## config.mk

```make
export PLATFORM = sky130hd
export DESIGN_NAME = stage_mem_bank
export DESIGN_NICKNAME = d
export VERILOG_FILES = /design/src/rtl/stage_mem_bank.sv
export SDC_FILE = /design/constraint.sdc
export NUM_CORES = 2
export LEC_CHECK = 0
export ABC_AREA = 1
export CELL_PAD_IN_SITES_DETAIL_PLACEMENT = 0
export CELL_PAD_IN_SITES_GLOBAL_PLACEMENT = 1
export CORE_MARGIN = 2
export CORE_UTILIZATION = 50
export DETAILED_ROUTE_END_ITERATION = 10
export GPL_TIMING_DRIVEN = 1
export PLACE_DENSITY = 0.74
export SETUP_SLACK_MARGIN = 0.4
export SYNTH_ARGS = -nofsm -noshare
export SYNTH_HDL_FRONTEND = slang
export SYNTH_SLANG_ARGS = --single-unit
```

## constraint.sdc

```tcl
create_clock -name clk -period 3.6 [get_ports clk]
set_input_delay 1.08 -clock clk [delete_from_list [all_inputs] [get_ports clk]]
set_output_delay 1.08 -clock clk [all_outputs]
set_load 0.02 [all_outputs]
```

## src/rtl/stage_mem_bank.sv

```systemverilog
// stage_mem_bank: parametrised tap/bias/data memory with 1- or 2-cycle reads and an optional
// ping-pong pair of banks exchanged by a drain-safe swap handshake.
module stage_mem_bank #(
  parameter int WIDTH = 32,
  parameter int DEPTH = 64,
  parameter int RD_LAT = 1,
  parameter int PINGPONG = 0,
  localparam int ADDR_W = $clog2(DEPTH)
) (
  input  logic              clk,
  input  logic              reset,
  input  logic              wr_en,
  input  logic [ADDR_W-1:0] wr_addr,
  input  logic [WIDTH-1:0]  wr_data,
  input  logic              rd_en,
  input  logic [ADDR_W-1:0] rd_addr,
  output logic [WIDTH-1:0]  rd_data,
  output logic              rd_valid,
  input  logic              swap_req,
  output logic              swap_ack,
  output logic              bank_sel,
  output logic              err_addr
);
  localparam logic [ADDR_W:0] DEPTH_L = (ADDR_W + 1)'(DEPTH);
  typedef enum logic {IDLE, PEND} state_t;
  state_t state;
  logic [WIDTH-1:0] mem [2][DEPTH];
  logic [WIDTH-1:0] d1;
  logic v1, wb, rb, wr_ok, rd_ok, fwd, empty, drain, go;
  assign wb = (PINGPONG != 0) && bank_sel;
  assign rb = (PINGPONG != 0) && !bank_sel;
  assign wr_ok = {1'b0, wr_addr} < DEPTH_L;
  assign rd_ok = {1'b0, rd_addr} < DEPTH_L;
  assign fwd = (PINGPONG == 0) && wr_en && wr_ok && wr_addr == rd_addr;
  assign drain = (PINGPONG == 0) || (empty && !rd_en);
  assign go = (state == PEND || swap_req) && drain;
  always_ff @(posedge clk)
    if (wr_en && wr_ok) mem[wb][wr_addr] <= wr_data;
  always_ff @(posedge clk)
    if (reset) begin
      v1 <= 1'b0;
      d1 <= '0;
    end else begin
      v1 <= rd_en;
      if (rd_en) d1 <= !rd_ok ? '0 : fwd ? wr_data : mem[rb][rd_addr];
    end
  if (RD_LAT == 2) begin : g_out
    always_ff @(posedge clk)
      if (reset) begin
        rd_valid <= 1'b0;
        rd_data <= '0;
      end else begin
        rd_valid <= v1;
        if (v1) rd_data <= d1;
      end
    assign empty = !v1 && !rd_valid;
  end else begin : g_dir
    assign rd_valid = v1;
    assign rd_data = d1;
    assign empty = !v1;
  end
  always_ff @(posedge clk)
    if (reset) err_addr <= 1'b0;
    else if ((wr_en && !wr_ok) || (rd_en && !rd_ok)) err_addr <= 1'b1;
  // The bank only flips once every issued read has been presented, so no read straddles a swap.
  always_ff @(posedge clk)
    if (reset) begin
      state <= IDLE;
      swap_ack <= 1'b0;
      bank_sel <= 1'b0;
    end else begin
      state <= ((state == PEND || swap_req) && !drain) ? PEND : IDLE;
      swap_ack <= go;
      if (go && PINGPONG != 0) bank_sel <= !bank_sel;
    end
endmodule
```

==> metrics.md <==
| Metric | Value |
|---|---|
| Gate Count Post-Synth | `6,952` |
| DP HPWL | `148 mm` |
| CP Data Arrival Time | `around 2.1 ns` |
| Crit-path cells | `clkdlybuf4s50_1` |
| Internal power | `between 0.03 and 0.04 W` |
| Sw frac | `23.0%` |
| Final period utilization | `87.2%` |
| Final instance area | `0.0967 sq mm` |
| WL final | `between 200 and 300 mm` |
| CTS root buf | `clkbuf_16` |
| Initial antenna violation count | `21` |
| Post-synthesis mux area share | `0%` |
| Sequential area share after synthesis | `74.6%` |
| Clock share of power | `40.7%` |
| First-pass DRT Iterations | `6` |
| Worst Hold Class | `reg2reg` |
| Cell taking the most area after synthesis | `edfxtp_1` |
| Number of global-route vias before repair | `53,500` |
| Mean post-synth cell area | `12.0 sq um` |
| Synth unique cells | `21` |
| Slew @ Worst Pin | `about 1.1 ns` |
| Antenna Nets Post-Route | `0` |
| Gr usage total | `between 30% and 40%` |
| Req. time, crit path | `~2.5 ns` |
| Status | `finished clean` |
| Area contributors post-synth | `edfxtp_1 (74%), nand3_1 (12%), nand2_1 (10%), buf_2 (1.3%), dfxtp_1 (0.82%)` |
| Simple-gate share of the synthesized area | `22.5%` |
| Adder-Cell Fraction of Synth Area | `0%` |
| DRC violations left | `0` |
| Layout Nets | `about 7,200` |
| Initial core utilization | `50.5%` |
| CP endpoint kind | `output pin` |
| YS warnings | `0` |
| Crit path max-delay family | `buffers and inverters` |
| P&R area growth vs syn | `16.0%` |
| Clk sinks | `between 2,000 and 2,500` |
| Fraction of final layout cells sized beyond drive strength 1 | `a little over a tenth` |
| Hold worst-path end | `rd_data[26]` |
| Hold_sp | `rd_data[26]` |
| Die extent in y | `between 400 and 500 microns` |
| FF-to-FF Start | `mem[0][780]` |
| Max FO, Critical Path | `2` |
| Reg power frac | `52.3%` |
| Clk buf depth | `3` |
| Num rows | `149` |
| Combinational group share of total power | `approximately 7.0%` |
| Largest net degree at the start of global routing | `109` |
| Area share of the largest cell type after synthesis | `between 70 and 80%` |
| Leak | `34.2 nW` |
| Setup tns final | `0 ns` |
| Post-CTS setup buffers | `0` |
| Storage cell area | `0.0622 sq mm` |
| Min Tclk post-route | `3.14 ns` |
| Yosys reg bits | `2,082` |
| DR iter-0 viols | `7,773` |
| Reg2reg setup slack | `1.86 ns` |
| Most common cell after layout, fill and taps aside | `nand2_1` |
| Min-Delay Path Depth | `2` |
| Max Fclk | `between 0.3 and 0.4 GHz` |
| Routability Congestion | `0.870` |
| WP buf/inv | `1` |
| Peak VDD IR | `0.567 mV` |
| CP max stage cell | `clkdlybuf4s50_1` |
| RSZ-0062 raised after global routing | `no` |
| Die Wd | `between 400 and 500 microns` |
| Fillcell total | `13,100` |
| Compound-gate portion of the synthesized area | `0.242%` |
| Slew Viols, Final | `0` |
| CTS tree | `built` |
| Max transition margin | `between 20 and 30%` |
| CTS Buf Count | `207` |
| Core Region | `around 0.17 sq mm` |
| First-pass GRT wire length | `~370 mm` |
| Startpoint types | `register` |
| Clock Latency Late Sink | `0.86 ns` |
| Area after DPL | `~0.09 sq mm` |
| Switching pwr | `roughly 0.012 W` |
| Reg clk slew, reported paths | `0.06 ns` |
| PwrDens | `approximately 530 mW/mm^2` |
| I/O Pins | `85` |
| FF-to-FF End | `rd_data[12]` |
| Final Skew | `roughly 0.024 ns` |
| Hold violation total from the final report | `0` |
| I/O Buffers | `82` |
| Die area | `0.170 sq mm` |
| Main combinational cell family by area after synthesis | `simple AND/OR/NAND/NOR gates` |
| Multi-input logic area | `0.0195 sq mm` |
| Routed WL per cell | `26.8 microns` |
| Synthesized cell area | `0.0833 sq mm` |
| FF-to-FF path depth | `11` |
| Maximum capacitance violations | `0` |
| H-tree Lvls | `4` |
| Crit Path Class | `reg2out` |
| Setup crit start | `rd_data[29]` |
| CP max stage delay | `0.69 ns` |
| Xor-xnor portion of the synthesized cell area | `less than 1%` |
| Final setup fails | `0` |
| Commonest non-fill, non-tap cells in the layout | `nand2_1 (2,254), edfxtp_1 (2,048), nand3_1 (1,960), buf_4 (225), clkbuf_16 (212)` |
| Via count | `56,700` |
| Vias per cell | `5.94` |
| Total grt overflow | `0` |
-- timing repair --
item	4_1_cts	5_1_grt
hold buffers	0	0
setup endpoints to repair	8	0
gates resized for setup	8	0
-- layer usage --
metal	wire [microns]	up-vias	GRT usage [%]
li1	-	25200	-
met1	104000	28100	43.1
met2	119000	2936	47.3
met3	23600	438	4.61
met4	9480	2	10.9
met5	14	-	0
-- power groups by stage --
stage	Clock, W	Combinational, W	Sequential (W)
6_report	0.0209	0.00360	0.0269
5_1_grt	0.0221	0.00386	0.0269
4_1_cts	0.0211	0.00357	0.0269
3_5_place_dp	0	0.00356	0.0274
3_3_place_gp	0	0.00353	0.0274
2_1_floorplan	0	0.00168	0.0274
-- metrics by stage --
stage / setup slack (ns) / hold WS (ns) / cells / utilization [%] / total power [W]
3_5_place_dp: 0.170 / 0.474 / 9146 / 54.6 / 0.0310
3_3_place_gp: 0.147 / 0.479 / 9146 / 54.6 / 0.0309
6_report: 0.460 / 0.478 / 9542 / 58.5 / 0.0514
4_1_cts: 0.403 / 0.482 / 9536 / 58.5 / 0.0516
5_1_grt: 0.410 / 0.511 / 9537 / 58.5 / 0.0528
2_1_floorplan: 0.347 / 0.545 / 6953 / - / 0.0291
-- kinds of logic after synthesis --
kind of cell,after synthesis
buf+inv,481
flops,2082
simple gates,4349
xor+xnor,1
other cells,1
compound gates,38
-- Yosys cell counts --
library cell  number
a21oi_1           33
buf_1             52
buf_2            213
buf_4             24
buf_6              1
clkbuf_1         175
conb_1             1
dfxtp_1           34
edfxtp_1        2048
inv_1             14
inv_2              1
inv_4              1
nand2_1         2254
nand3_1         1960
nor2_1           134
nor3_1             1
o2111ai_2          1
o21ai_0            2
o21ai_1            1
o22ai_1            1
xnor2_1            1
-- worst max path at each step --
stage,to,slack [ns],cells after the start
floorplan,mem[0][1000],0.35,4
finish,rd_data[29],0.46,1
global route,rd_data[29],0.41,1
CTS,rd_data[29],0.40,1
detailed placement,rd_data[19],0.17,15
global placement,rd_data[19],0.15,15
-- flip-flops by register name, summed over array words and instances (netlist names) --
register / count
mem: 2048
rd_data: 32
rd_valid: 1
swap_ack: 1
-- layout make-up --
class	count	share of cell area, %
Sequential cell	2082	64.3
Multi-Input combinational cell	4390	20.2
Timing Repair Buffer	469	5.80
Clock buffer	256	5.70
Tap cell	2189	2.83
Clock inverter	134	1.07
Inverter	16	0.101
Antenna cell	6	0.0155
Power figures use the tool's default switching activity.
